File: src/rtl/masked_aes_pkg.sv
`default_nettype none
// ============================================================================
//  Module      : masked_aes_pkg
//  Description : Shared constants and types for the masked AES SubBytes
//                sequencer and its share collectors.
//  Revision    : 1.0 - initial release
// ============================================================================
package masked_aes_pkg;

    localparam int NUM_BYTES        = 16;
    localparam int BYTE_W           = 8;
    localparam int STATE_W          = NUM_BYTES * BYTE_W;
    localparam int IDX_W            = $clog2(NUM_BYTES);
    localparam int OFS_W            = $clog2(STATE_W);
    localparam int CNT_W            = 5;
    localparam int SBOX_LAT_DEFAULT = 4;

    // Sequencer control states
    typedef enum logic [1:0] {
        ST_IDLE  = 2'd0,
        ST_FEED  = 2'd1,
        ST_DRAIN = 2'd2,
        ST_HOLD  = 2'd3
    } seq_state_e;

endpackage : masked_aes_pkg
`default_nettype wire

File: src/rtl/share_byte_collector.sv
`default_nettype none
// ============================================================================
//  Module      : share_byte_collector
//  Description : 128-bit capture register for one share; writes a single
//                byte lane selected by a byte index. One instance per share,
//                so the shares never meet in common logic.
//  Revision    : 1.0 - initial release
// ============================================================================
module share_byte_collector
    import masked_aes_pkg::*;
(
    input  logic               clk,
    input  logic               rst_n,
    input  logic               we,
    input  logic [IDX_W-1:0]   idx,
    input  logic [BYTE_W-1:0]  din,
    output logic [STATE_W-1:0] data
);

    logic [NUM_BYTES-1:0] w_byte_we;
    logic [STATE_W-1:0]   data_d;
    logic [STATE_W-1:0]   data_q;

    genvar gi;
    generate
        for (gi = 0; gi < NUM_BYTES; gi++) begin : g_byte
            assign w_byte_we[gi] = we && (idx == IDX_W'(gi));
        end
    endgenerate

    // Merge the incoming byte into its lane; other lanes keep their value
    always_comb begin
        data_d = data_q;
        for (int i = 0; i < NUM_BYTES; i++) begin
            if (w_byte_we[i]) begin
                data_d[i*BYTE_W +: BYTE_W] = din;
            end
        end
    end

    // Capture register, cleared by reset so no stale share survives
    always_ff @(posedge clk or negedge rst_n) begin
        if (!rst_n) begin
            data_q <= '0;
        end else begin
            data_q <= data_d;
        end
    end

    assign data = data_q;

endmodule : share_byte_collector
`default_nettype wire

File: src/rtl/masked_subbytes_seq.sv
`default_nettype none
// ============================================================================
//  Module      : masked_subbytes_seq
//  Description : Two-share sequencer feeding the masked AES S-box one byte
//                per cycle, tracking pipeline bubbles with a tag line and
//                reassembling result shares into 128-bit output registers.
//  Revision    : 1.0 - initial release
// ============================================================================
module masked_subbytes_seq
    import masked_aes_pkg::*;
#(
    parameter int SBOX_LAT = SBOX_LAT_DEFAULT,
    parameter int RND_W    = 8
) (
    input  logic               clk,
    input  logic               rst_n,
    input  logic               in_valid,
    output logic               in_ready,
    input  logic [STATE_W-1:0] in_s0,
    input  logic [STATE_W-1:0] in_s1,
    input  logic [RND_W-1:0]   rnd,
    input  logic               rnd_valid,
    output logic               rnd_ack,
    output logic [BYTE_W-1:0]  sbox_in0,
    output logic [BYTE_W-1:0]  sbox_in1,
    output logic [RND_W-1:0]   sbox_r,
    output logic               sbox_en,
    input  logic [BYTE_W-1:0]  sbox_out0,
    input  logic [BYTE_W-1:0]  sbox_out1,
    output logic               out_valid,
    input  logic               out_ready,
    output logic [STATE_W-1:0] out_s0,
    output logic [STATE_W-1:0] out_s1
);

    localparam logic [CNT_W-1:0] c_cnt_last = CNT_W'(NUM_BYTES - 1);
    localparam logic [CNT_W-1:0] c_cnt_full = CNT_W'(NUM_BYTES);

    seq_state_e           state_d, state_q;
    logic [CNT_W-1:0]     issue_cnt_d, issue_cnt_q;
    logic [CNT_W-1:0]     coll_cnt_d, coll_cnt_q;
    logic [SBOX_LAT-1:0]  tag_d, tag_q;
    logic [STATE_W-1:0]   in0_d, in0_q;
    logic [STATE_W-1:0]   in1_d, in1_q;
    logic [BYTE_W-1:0]    byte0_d, byte0_q;
    logic [BYTE_W-1:0]    byte1_d, byte1_q;

    logic [OFS_W-1:0]     w_bit_ofs;
    logic [BYTE_W-1:0]    w_sel0, w_sel1;
    logic                 w_issue;
    logic                 w_capture;

    // Byte selection is steered by the issue counter only, separately per share
    always_comb begin
        w_bit_ofs = {issue_cnt_q[IDX_W-1:0], 3'b000};
        w_sel0    = in0_q[w_bit_ofs +: BYTE_W];
        w_sel1    = in1_q[w_bit_ofs +: BYTE_W];
    end

    // Next-state, counters, tag line and handshake outputs
    always_comb begin
        state_d     = state_q;
        issue_cnt_d = issue_cnt_q;
        coll_cnt_d  = coll_cnt_q;
        tag_d       = tag_q;
        in0_d       = in0_q;
        in1_d       = in1_q;
        byte0_d     = byte0_q;
        byte1_d     = byte1_q;

        w_issue   = (state_q == ST_FEED) && rnd_valid && (issue_cnt_q < c_cnt_full);
        sbox_en   = (state_q == ST_FEED) || ((state_q == ST_DRAIN) && (|tag_q));
        w_capture = sbox_en && tag_q[SBOX_LAT-1] && (coll_cnt_q < c_cnt_full);

        in_ready  = (state_q == ST_IDLE);
        out_valid = (state_q == ST_HOLD);
        rnd_ack   = w_issue;

        // Held byte registers keep the gadget inputs quiet during bubbles
        sbox_in0  = w_issue ? w_sel0 : byte0_q;
        sbox_in1  = w_issue ? w_sel1 : byte1_q;

        if (w_issue) begin
            issue_cnt_d = issue_cnt_q + 1'b1;
            byte0_d     = w_sel0;
            byte1_d     = w_sel1;
        end
        if (w_capture) begin
            coll_cnt_d = coll_cnt_q + 1'b1;
        end
        // Tag line advances in lockstep with the gated S-box pipeline
        if (sbox_en) begin
            tag_d = (tag_q << 1) | SBOX_LAT'(w_issue);
        end

        case (state_q)
            ST_IDLE: begin
                if (in_valid) begin
                    in0_d       = in_s0;
                    in1_d       = in_s1;
                    issue_cnt_d = '0;
                    coll_cnt_d  = '0;
                    state_d     = ST_FEED;
                end
            end
            ST_FEED: begin
                if (w_issue && (issue_cnt_q == c_cnt_last)) begin
                    state_d = ST_DRAIN;
                end
            end
            ST_DRAIN: begin
                // Enter HOLD together with the last capture edge
                if (coll_cnt_d == c_cnt_full) begin
                    state_d = ST_HOLD;
                end
            end
            ST_HOLD: begin
                if (out_ready) begin
                    state_d = ST_IDLE;
                end
            end
            default: state_d = ST_IDLE;
        endcase
    end

    // State, counters, tag line and per-share input registers
    always_ff @(posedge clk or negedge rst_n) begin
        if (!rst_n) begin
            state_q     <= ST_IDLE;
            issue_cnt_q <= '0;
            coll_cnt_q  <= '0;
            tag_q       <= '0;
            in0_q       <= '0;
            in1_q       <= '0;
            byte0_q     <= '0;
            byte1_q     <= '0;
        end else begin
            state_q     <= state_d;
            issue_cnt_q <= issue_cnt_d;
            coll_cnt_q  <= coll_cnt_d;
            tag_q       <= tag_d;
            in0_q       <= in0_d;
            in1_q       <= in1_d;
            byte0_q     <= byte0_d;
            byte1_q     <= byte1_d;
        end
    end

    assign sbox_r = rnd;

    share_byte_collector u_coll_s0 (
        .clk   (clk),
        .rst_n (rst_n),
        .we    (w_capture),
        .idx   (coll_cnt_q[IDX_W-1:0]),
        .din   (sbox_out0),
        .data  (out_s0)
    );

    share_byte_collector u_coll_s1 (
        .clk   (clk),
        .rst_n (rst_n),
        .we    (w_capture),
        .idx   (coll_cnt_q[IDX_W-1:0]),
        .din   (sbox_out1),
        .data  (out_s1)
    );

endmodule : masked_subbytes_seq
`default_nettype wire

File: config.mk
export PLATFORM = sky130hd
export DESIGN_NAME = masked_subbytes_seq
export DESIGN_NICKNAME = d
export VERILOG_FILES = /design/src/rtl/masked_aes_pkg.sv /design/src/rtl/share_byte_collector.sv /design/src/rtl/masked_subbytes_seq.sv
export SDC_FILE = /design/constraint.sdc
export NUM_CORES = 1
export LEC_CHECK = 0
export BUFFER_PORTS_ARGS = -buffer_cell sky130_fd_sc_hd__buf_4
export CAP_MARGIN = 5
export CORE_AREA = 2 2 222 224
export CTS_CLUSTER_SIZE = 16
export DETAILED_ROUTE_END_ITERATION = 7
export DIE_AREA = 0 0 224 226
export PLACE_DENSITY = 0.84
export SYNTH_ARGS = -nofsm -noshare
export SYNTH_HDL_FRONTEND = slang
export SYNTH_SLANG_ARGS = --single-unit
File: constraint.sdc
create_clock -name clk -period 3.38 [get_ports clk]
set_input_delay 0.676 -clock clk [delete_from_list [all_inputs] [get_ports clk]]
set_output_delay 0.676 -clock clk [all_outputs]
set_load 0.02 [all_outputs]
=== After elaboration in Yosys (flattened, before gate mapping) ===
Index checks and enable logic that the tools add are counted.

* Bits in latches: 0
* Logic and storage cells: 112
* Bits in read-only memories: 0
* Memory bits (writable): 0
* Register bits after elaboration: 544
* Bits of input ports: 285
* Memories kept: 0

* Div/mod/pow operators: 0
* Reductions and logical operators: 28
* Magnitude comparators: 2
* Add/subtract/negate cells: 2
* Muxes and demuxes: 13
* Bitwise gates (word level): 1
* Shifts and indexed selects: 2
* $mul: 0
* Equal/unequal tests: 24

{| class="wikitable"
|+ Operators with widths
! kind !! count
|-
| indexed part select 128 x 8 -> 8 bit || 2
|-
| equality test 4 bit (second input constant) || 8
|-
| two-way mux 5 bit || 6
|-
| logical AND 1 bit || 22
|-
| equality test 4 x 3 -> 1 bit (second input constant) || 4
|-
| two-way mux 8 bit || 2
|-
| adder 5 x 1 -> 5 bit (second input constant) || 2
|-
| less-than comparator 5 bit (second input constant) || 2
|-
| equality test 4 x 2 -> 1 bit (second input constant) || 2
|-
| two-way mux 2 bit || 4
|-
| one-hot mux 2 bit (4 select lines) || 1
|-
| inequality test 2 x 1 -> 1 bit (second input constant) || 3
|-
| equality test 5 x 4 -> 1 bit (second input constant) || 1
|-
| equality test 5 bit (second input constant) || 1
|-
| equality test 2 bit (second input constant) || 2
|-
| equality test 4 x 1 -> 1 bit (second input constant) || 1
|-
| logical NOT 4 bit || 1
|-
| OR 4 x 1 -> 4 bit || 1
|-
| AND reduction 4 bit || 1
|-
| OR reduction 4 bit || 1
|-
| equality test 2 x 1 -> 1 bit (second input constant) || 1
|-
| logical NOT 2 bit || 1
|-
| inequality test 2 bit (second input constant) || 1
|-
| AND reduction 2 bit || 1
|-
| logical OR 1 bit || 1
|}

=== Longest topological paths before layout ===
Gate-level depths: netlist of run 1.

* Depth in word-level cells: 9
* Mapped depth: 9
* Mapped depth without buffers: 7

=== Modules after synthesis ===
A second synthesis of run 1 with hierarchy kept.

* Cell total of the unflattened synthesis: 1976
* Area, all modules: 22791.9 um^2

{| class="wikitable"
|+ By module, submodules not included
! module !! area each (um^2) !! times used !! cells each !! sequential area each (um^2)
|-
| masked_subbytes_seq || 13067.5 || 1 || 1388 || 7206.9
|-
| share_byte_collector || 4862.2 || 2 || 294 || 3203.1
|}

=== Worst setup path after synthesis of run 1 ===
No wires, ideal clock.

* Path kind: reg-to-output
* Start point: reg issue_cnt_q[0]
* End point: out sbox_in0[0]
* Required time: 2.704 ns
* Setup slack: 0.925 ns
* Path buffers: 3
* Cell stages (with the launch flop): 7
* Arrival: 1.779 ns
* Path through: dfrtp_1 -> buf_6 -> buf_4 -> buf_2 -> mux4_2 -> o21ai_0 -> nand2_1

* Cells in the longest elaborated chain, start to end: 3

{| class="wikitable"
|+ Ends and longest elaborated chain
! what !! RTL line !! source
|-
| from (decl) || masked_subbytes_seq.sv:40 || <nowiki>logic [CNT_W-1:0] issue_cnt_d, issue_cnt_q;</nowiki>
|-
| from (signal assigned) || masked_subbytes_seq.sv:139 || <nowiki>issue_cnt_q <= issue_cnt_d;</nowiki>
|-
| parallel branches: the longest is 2 deep, another holds indexed part select 128 x 8 -> 8 bit || n/a ||
|-
| two-way mux 8 bit * || n/a ||
|-
| to (decl) || masked_subbytes_seq.sv:24 || <nowiki>output logic [BYTE_W-1:0] sbox_in0,</nowiki>
|}

Every way passes the cells marked *.

=== Worst setup path in the final report of run 1 ===
* Start point: reg issue_cnt_q[0]
* End point: out sbox_in1[6]

* Cells in the longest elaborated chain, start to end: 3

{| class="wikitable"
|+ Ends and longest elaborated chain
! what !! RTL line !! source
|-
| parallel branches: the longest is 2 deep, another holds indexed part select 128 x 8 -> 8 bit || n/a ||
|-
| two-way mux 8 bit * || n/a ||
|-
| to (decl) || masked_subbytes_seq.sv:25 || <nowiki>output logic [BYTE_W-1:0] sbox_in1,</nowiki>
|}

Marked as above.

==> results of run 1 <==
-- metal layers --
metal / up-vias / part of all wire (%) / global-route usage (%)
met5: - / 0 / 0
met4: 0 / 4.0 / 10.9
met3: 128 / 8.3 / 7.08
met2: 625 / 51 / 45.1
met1: 7669 / 37 / 30.8
li1: 6318 / - / -
-- flip-flops by register name (all words and copies together), names as in the netlist --
name and flops:
state_q 2, byte0_q 8, issue_cnt_q 5, in0_q 128, tag_q 4, byte1_q 8, u_coll_s0.data 128, in1_q 128
u_coll_s1.data 128, coll_cnt_q 5
-- cells by family (layout without fill, tap and decap cells) --
| kind of cell | count (synthesis) | after routing | share of synthesized area (%) |
|---|---|---|---|
| AOI/OAI and AO/OA | 67 | 67 | 2.15 |
| xor gates and xnor gates | 5 | 5 | 0.192 |
| adders and majority gates | 10 | 10 | 0.547 |
| buffers and inverters | 115 | 706 | 2.75 |
| DFF | 544 | 544 | 59.5 |
| muxes | 613 | 613 | 32.7 |
| other | 0 | 1 | 0 |
| and+or+nand+nor | 75 | 75 | 2.10 |
-- worst max-delay path: cells and delay by family, from the launching register on --
kind	cells	cell delay, ns
AO/OA/AOI/OAI	1	0.42
multiplexers	1	0.42
buffers and inverters	4	0.62
flip-flops	1	0.49
AND/OR/NAND/NOR	1	0.20
-- cells in the final DEF (no fill, tap or decap), drive strengths merged, types with 3 or more instances in the layout --
cell	count
buf	599
dfrtp	544
mux2	531
clkbuf	82
mux4	47
mux2i	35
nand2	23
nor2	21
o21ai	20
a22oi	16
a221oi	15
clkinv	14
ha	10
inv	9
nand2b	8
a21oi	7
nand3b	5
xnor2	3
nand3	3
nor2b	3
nor3	3
-- area by class of cell --
class,instances,area (um^2)
tap,622,778
antenna,1,2.50
timing repair buffer,603,4870
sequential,544,13600
clock inverter,17,100
multi-input combinational,770,8680
inverter,8,30.0
clock buffer,78,1600
fill,3488,18700
-- cells in the mapped netlist (all sizes together) (2+ instances only) --
cell type / instances / area, um^2
a22oi: 16 / 120
nand2b: 8 / 50.1
a21oi: 7 / 38.8
xnor2: 3 / 26.3
o21ai: 20 / 111
nor2b: 3 / 18.8
mux2i: 35 / 350
inv: 8 / 30.0
xor2: 2 / 17.5
nor3: 3 / 31.3
buf: 70 / 459
o2111ai: 2 / 23.8
and3: 2 / 12.5
nand3b: 5 / 53.8
a221oi: 15 / 131
dfrtp: 544 / 13600
and2: 2 / 12.5
ha: 10 / 125
nand3: 3 / 20.0
nor2: 21 / 146
mux2: 531 / 5980
nand2: 23 / 88.8
clkbuf: 37 / 140
mux4: 47 / 1150
nand4bb: 2 / 22.5
-- per-stage QoR --
step	setup TNS (ns)	utilization, %	area, um^2	cells	setup slack, ns
finish	-0.0529	61.4	29700	2643	-0.0529
global route	-0.0315	61.4	29700	2642	-0.0107
CTS	0	60.9	29500	2632	0.00649
detailed placement	0	57.2	27600	2533	0.323
global placement	0	57.2	27600	2533	0.364
floorplan	0	-	22900	1429	0.925
-- power by group through the flow --
stage,Clock (mW),Sequential [mW],Combinational [mW]
floorplan,0,10.8,5.25
global placement,0,10.7,8.64
detailed placement,0,10.8,8.93
CTS,5.88,10.7,9.20
global route,6.13,10.9,10.0
finish,5.76,10.7,9.44
-- timing repair --
item | CTS | global route
gates cloned | 2 | 4
setup buffers | 2 | 6
setup endpoints to repair | 16 | 16
gates resized for setup | 14 | 15
-- path summary, 6_finish.rpt --
kind,start,to,depth (start not counted)
setup / recovery,issue_cnt_q[0],sbox_in1[6],7
max in group asynchronous,rst_n,u_coll_s1.data[21],2
hold / removal,rst_n,in0_q[28],1
hold reg to reg,u_coll_s0.data[124],u_coll_s0.data[124],1
min in group clk,in_s0[113],in0_q[113],2
setup reg to reg,issue_cnt_q[1],state_q[1],8
==> PnR_summary.wiki, run 1 <==
{| class="wikitable"
! Metric !! Value
|-
| Outcome || complete, but fails checks
|-
| Violations in the final reports || negative setup slack
|-
| Post-synthesis net count || 1724
|-
| Die Ht || around 230 um
|-
| Worst setup EP type || output port
|-
| Clock-pin slew on the worst setup and hold paths || around 0.060 ns
|-
| Count of antenna-violating nets left after detailed routing || 0
|-
| Clock sink count || 544
|-
| Critical path peak fanout || 6
|-
| Largest clock skew in the final design || 0.0177 ns
|-
| Routed wire length || a little under 70000 um
|-
| Die width || about 220 um
|-
| Share of final-layout standard cells stronger than drive strength 1 || 62.7%
|-
| Achievable Freq || 0.291 GHz
|-
| # H-tree levels || 2
|-
| Crit-path max cell delay || roughly 0.5 ns
|-
| Min Tclk post-route || roughly 3.4 ns
|-
| Die Outline Area || about 51000 um^2
|-
| Synthesized cell area || between 20000 and 25000 um^2
|-
| Power share of the sequential group || 41.4%
|-
| Slew Limit Fails || 0
|-
| Synthesis Warnings || 0
|-
| Starting density of the core || a little under half
|-
| Net switching component of the power || roughly 8.5 mW
|-
| Flip-flop and latch count after synthesis || 544
|-
| Maximum buffer depth of the clock tree || 3
|-
| Worst Tran Pin Value || 0.734 ns
|-
| Number of buffers created by CTS || 55
|-
| FP Rows || 81
|-
| Count of flip-flops with a built-in enable after synthesis || 0
|-
| Cell-by-cell trace of the critical path || buf_12 -> buf_16 -> buf_12 -> mux4_2 -> o21ai_1 -> nand2_1 -> buf_6
|-
| Relative max-transition margin || between 50% and 60%
|-
| Crit share post-route || 102%
|-
| Post-route DRC || 0
|-
| HPWL after DPL || around 48000 um
|-
| Worst EP required || ~2.7 ns
|-
| Final hold slack || roughly 0.076 ns
|-
| Syn Inst Count || between 1000 and 1500
|-
| Via count of the first global-routing pass || roughly 16000
|-
| Number of buffers inserted for hold repair after clock tree synthesis || 0
|-
| Power per standard cell area || roughly 870 nW/um^2
|-
| TritonCTS clock tree || done
|-
| GR Util All Layers || roughly a quarter
|-
| Area overhead of the layout relative to synthesis || 29.8%
|-
| Count of final hold-check violations || 0
|-
| Vias || between 10000 and 15000
|-
| Dominant register cell in the synthesized netlist || dfrtp_1
|-
| Number of buffers added on ports || about 550
|-
| Clock latency of the later-clocked register in the worst-skew pair || roughly 0.60 ns
|-
| Async set-or-reset flop fraction in the synthesized netlist || between 90% and 100%
|-
| Core Footprint || approximately 48000 um^2
|-
| Boundary Pins || approximately 570
|-
| First-pass iteration count of the detailed router || 5
|-
| Share of the yosys chip area belonging to registers || between 50% and 60%
|-
| Library cell used as clock root buffer || clkbuf_16
|-
| Wire length of the first global-routing pass || between 90000 and 100000 um
|-
| Leakage power figure || approximately 14 nW
|-
| Count of cell types in the netlist || between 50 and 60
|-
| Final setup fails || 1
|-
| Routability congestion estimate || 0.883
|-
| Sum of overflow across all layers after global routing || 0
|-
| Antenna violations before repair || 1
|-
| Peak supply drop || between 600 and 700 uV
|-
| Drt via density || between 5 and 6
|-
| Clock share of power || roughly 22%
|-
| Reg-to-reg slack, setup || ~0.7 ns
|-
| Total number of nets in the final design || ~2300
|-
| Mean routed wirelength per cell || 25.5 um
|-
| Dominant cell type by count on the critical path || buf_12
|-
| Hold crit path type || in -> async
|-
| Pin count of the biggest net entering global routing || between 80 and 90
|-
| Crit Path Class || reg -> out
|-
| Proportion of power drawn by combinational gates || a little over a third
|-
| Data arrival, critical path || 2.76 ns
|-
| Overall power after layout || about 26 mW
|-
| Max-capacitance violation count || 0
|-
| Share of total power consumed by net switching || between 30% and 40%
|-
| Syn_area_per_cell || between 15 and 20 um^2
|-
| Library cell contributing the largest single delay on the critical path || dfrtp_4
|-
| Number of DRC markers after the initial detailed-route iteration || between 800 and 900
|-
| Nature of the critical path startpoint || flop
|-
| Post-route setup slack || -0.0529 ns
|-
| Internal Dissipation || around 17 mW
|}
Note: power is estimated with default switching activity, not from simulation.
==> run 2: changes to the inputs <==
--- a/config.mk
+++ b/config.mk
@@ -7,11 +7,12 @@
 export LEC_CHECK = 0
 export BUFFER_PORTS_ARGS = -buffer_cell sky130_fd_sc_hd__buf_4
 export CAP_MARGIN = 5
-export CORE_AREA = 2 2 222 224
+export CORE_AREA = 2 2 224 226
 export CTS_CLUSTER_SIZE = 16
 export DETAILED_ROUTE_END_ITERATION = 7
-export DIE_AREA = 0 0 224 226
-export PLACE_DENSITY = 0.84
+export DIE_AREA = 0 0 226 228
+export PLACE_DENSITY = 0.83
 export SYNTH_ARGS = -nofsm -noshare
 export SYNTH_HDL_FRONTEND = slang
+export SYNTH_HIERARCHICAL = 1
 export SYNTH_SLANG_ARGS = --single-unit
==> run 2 against run 1 <==
Effect of this change: the run still ends with negative setup slack left; combinational power about the same; synthesized cell count increased by 38%; critical path depth is 2 higher; hold slack got worse by 0.045 ns; sequential power is essentially flat; die area is 1.8% higher; via count is 16% higher; largest cell class unchanged.
==> PnR_summary.wiki, run 2 <==
{| class="wikitable"
! Metric !! Value
|-
| Number of DRC markers after the initial detailed-route iteration || roughly 1200
|-
| Maximum buffer depth of the clock tree || 3
|-
| Synthesized cell area || around 23000 um^2
|-
| TritonCTS clock tree || done
|-
| Post-route DRC || 0
|-
| Clock-pin slew on the worst setup and hold paths || 0.06 ns
|-
| Library cell occupying the most area in the post-synthesis netlist || dfrtp_1
|-
| Final setup fails || 1
|-
| Total Negative Setup Slacks || -0.00310 ns
|-
| Most frequent cell after synthesis || nand2_1
|-
| Worst EP required || 2.70 ns
|-
| Worst Tran Pin Value || 0.733 ns
|-
| # H-tree levels || 2
|-
| Leakage power figure || 15.4 nW
|-
| Outcome || complete, but fails checks
|-
| Commonest cells after routing, fill and taps aside || nand2_1 (798), buf_4 (583), dfrtp_1 (541), mux2_2 (242), clkbuf_16 (58)
|-
| Syn_area_per_cell || 11.5 um^2
|-
| Crit-path max cell delay || approximately 0.42 ns
|-
| Post-route setup slack || -0.00310 ns
|-
| Hold crit path type || in -> async
|-
| Mean routed wirelength per cell || roughly 21 um
|-
| Number of buffers created by CTS || 55
|-
| Min Tclk post-route || ~3.4 ns
|-
| Leading post-synthesis cells by cell area || dfrtp_1 (60%), nand2_1 (13%), mux2_2 (12%)
|-
| Top delay family on crit path || simple AND/OR/NAND/NOR gates
|-
| Clock latency of the later-clocked register in the worst-skew pair || roughly 0.6 ns
|-
| Async set-or-reset flop fraction in the synthesized netlist || 100%
|-
| Post-synthesis net count || roughly 2300
|-
| Setup repair after global routing missed its margin || yes
|-
| Design Area, Final || approximately 30000 um^2
|-
| HPWL after DPL || 48700 um
|-
| Library cell used as clock root buffer || clkbuf_16
|-
| Overall power after layout || 26.5 mW
|-
| Crit share post-route || 100%
|-
| Count of final hold-check violations || 0
|-
| Commonest cells post-synth || nand2_1 (799), dfrtp_1 (544), mux2_2 (242)
|-
| Critical path peak fanout || 8
|-
| Count of flip-flops with a built-in enable after synthesis || 0
|-
| Power per standard cell area || between 800 and 900 nW/um^2
|-
| Crit Path Class || reg -> out
|-
| Number of cells traversed by the worst register-to-register path || 7
|-
| Violations in the final reports || negative setup slack
|-
| Share of the yosys chip area belonging to registers || 59.7%
|-
| Total stage count of the critical path || 9
|-
| Crit path launch || state_q[1]
|-
| Vias || 17088
|-
| Die width || 226 um
|-
| Destination of the critical timing path || sbox_in1[1]
|-
| Total number of nets in the final design || ~2800
|-
| Reg-to-reg slack, setup || ~0.44 ns
|-
| Library cell contributing the largest single delay on the critical path || dfrtp_1
|-
| Drt via density || between 5 and 6
|-
| Die Outline Area || 51500 um^2
|-
| First-pass iteration count of the detailed router || 6
|-
| Peak supply drop || about 500 uV
|-
| Dominant register cell in the synthesized netlist || dfrtp_1
|-
| Achievable Freq || 0.296 GHz
|-
| Capture instance of the worst register-to-register path || u_coll_s0/data[13]
|-
| Share of final-layout standard cells stronger than drive strength 1 || slightly below 40%
|-
| Synthesis Warnings || 6
|-
| Data arrival, critical path || 2.71 ns
|-
| Sum of overflow across all layers after global routing || 0
|-
| Boundary Pins || between 500 and 600
|-
| FP Rows || 82
|-
| Flip-flop and latch count after synthesis || around 540
|-
| Max-capacitance violation count || 0
|-
| Number of buffers inserted for hold repair after clock tree synthesis || 0
|-
| Die Ht || between 200 and 250 um
|-
| Number of buffers added on ports || roughly 550
|-
| Count of antenna-violating nets left after detailed routing || 0
|-
| Count of cell types in the netlist || 44
|-
| Clock sink count || 544
|-
| Syn Inst Count || around 2000
|-
| Via count of the first global-routing pass || between 15000 and 20000
|-
| Core Footprint || slightly below 50000 um^2
|-
| Dominant cell type by count on the critical path || buf_4
|-
| Antenna violations before repair || 5
|-
| Largest clock skew in the final design || between 0.02 and 0.025 ns
|-
| Placed cell area || between 20000 and 30000 um^2
|-
| Worst path bufs/invs || 3
|-
| Relative max-transition margin || 50.9%
|-
| Nature of the critical path startpoint || flop
|-
| Area overhead of the layout relative to synthesis || 30.7%
|-
| Worst reg2reg startpoint || state_q[0]
|-
| Area share of the largest cell type after synthesis || approximately three fifths
|-
| Wire length of the first global-routing pass || about 100000 um
|-
| Most common cell after layout, fill and taps aside || nand2_1
|-
| GR Util All Layers || 26.1%
|-
| Pin count of the biggest net entering global routing || roughly 110
|-
| Routability congestion estimate || approximately 0.92
|-
| Starting density of the core || roughly 46%
|-
| Worst setup EP type || output port
|-
| Slew Limit Fails || 0
|-
| Routed wire length || around 68000 um
|-
| Cell-by-cell trace of the critical path || inv_1 -> ha_4 -> nand3b_1 -> buf_4 -> or2_4 -> a221oi_1 -> o21ai_2 -> nand2_1 -> buf_4
|}
run 2: cell count changes after synthesis, moves of 7 or more:
cell      previous run  this run
nand2_1             22       799
mux2_2             522       242
clkbuf_1            36        88
buf_2               40        11
mux2_1               9        33
nor2_2               3        19
mux4_2              22        37
buf_4               23         9
mux4_1              25        11
nor2_4               8         0
o21ai_0             18        10
nor2_1              10        17
run 2: cells by family (layout without fill, tap and decap cells):
family          after synthesis  in the layout  synth area share (%)
fa+ha+maj                     7              7                 0.384
buf+inv                     130            711                  2.77
other cells                   0              3                     0
simple gates                873            874                  15.0
flops                       544            544                  59.7
compound gates               59             59                  1.84
mux                         356            356                  20.0
xor+xnor                      7              7                 0.269
run 2: report_power, final:
| part | leakage [nW] | internal (mW) | switching (mW) |
|---|---|---|---|
| registers | 6.96 | 8.95 | 1.62 |
| clock network | 0.974 | 3.96 | 2.59 |
| logic | 7.47 | 4.32 | 5.10 |
run 2: worst min path at each step:
stage	slack (ns)	end	startpoint	depth (start not counted)
final	0.03	in0_q[19]	rst_n	1
after global routing	0.08	in0_q[19]	rst_n	1
after CTS	0.06	in0_q[19]	rst_n	1
after detailed placement	0.45	in0_q[79]	in0_q[79]	2
after global placement	0.45	in0_q[79]	in0_q[79]	2
after floorplan	0.38	byte0_q[0]	rst_n	0
run 2: per-layer routing:
layer / GRT usage [%] / up-vias / part of all wire [%]
li1: - / 7621 / -
met1: 31.4 / 8543 / 38
met2: 44.4 / 738 / 50
met3: 5.28 / 182 / 7.1
met4: 13.3 / 4 / 4.9
met5: 0 / - / 0.041
run 2: layout make-up:
| type | instances | area [um^2] |
|---|---|---|
| fill | 3778 | 19600 |
| sequential | 544 | 13600 |
| multi-input combinational | 1303 | 8590 |
| timing repair buffer | 601 | 4720 |
| clock buffer | 75 | 1610 |
| tap | 672 | 841 |
| clock inverter | 27 | 362 |
| inverter | 8 | 30.0 |
| antenna | 3 | 7.51 |
run 2: timing repair:
item                       4_1_cts  5_1_grt
pin swaps                        3        1
gates cloned                     1        1
setup buffers                    5        5
resized for setup               18        4
setup endpoints to repair       16       13
run 2: stage by stage:
stage,setup WS [ns],std cells,hold WS [ns],util (%)
2_1_floorplan,0.768,1976,0.380,-
3_3_place_gp,0.204,3116,0.450,56.0
3_5_place_dp,0.236,3116,0.454,56.0
4_1_cts,0.00218,3224,0.0604,60.2
5_1_grt,-0.0939,3232,0.0818,60.4
6_report,-0.00310,3233,0.0313,60.4
run 2: worst reg2reg max path, stage by stage (launching register included):
cell,delay (ns)
dfrtp_1,0.44
inv_1,0.12
ha_1,0.29
o21ai_2,0.13
nor2_2,0.49
nor3b_1,0.51
nand2b_1,0.44
mux2_2,0.40
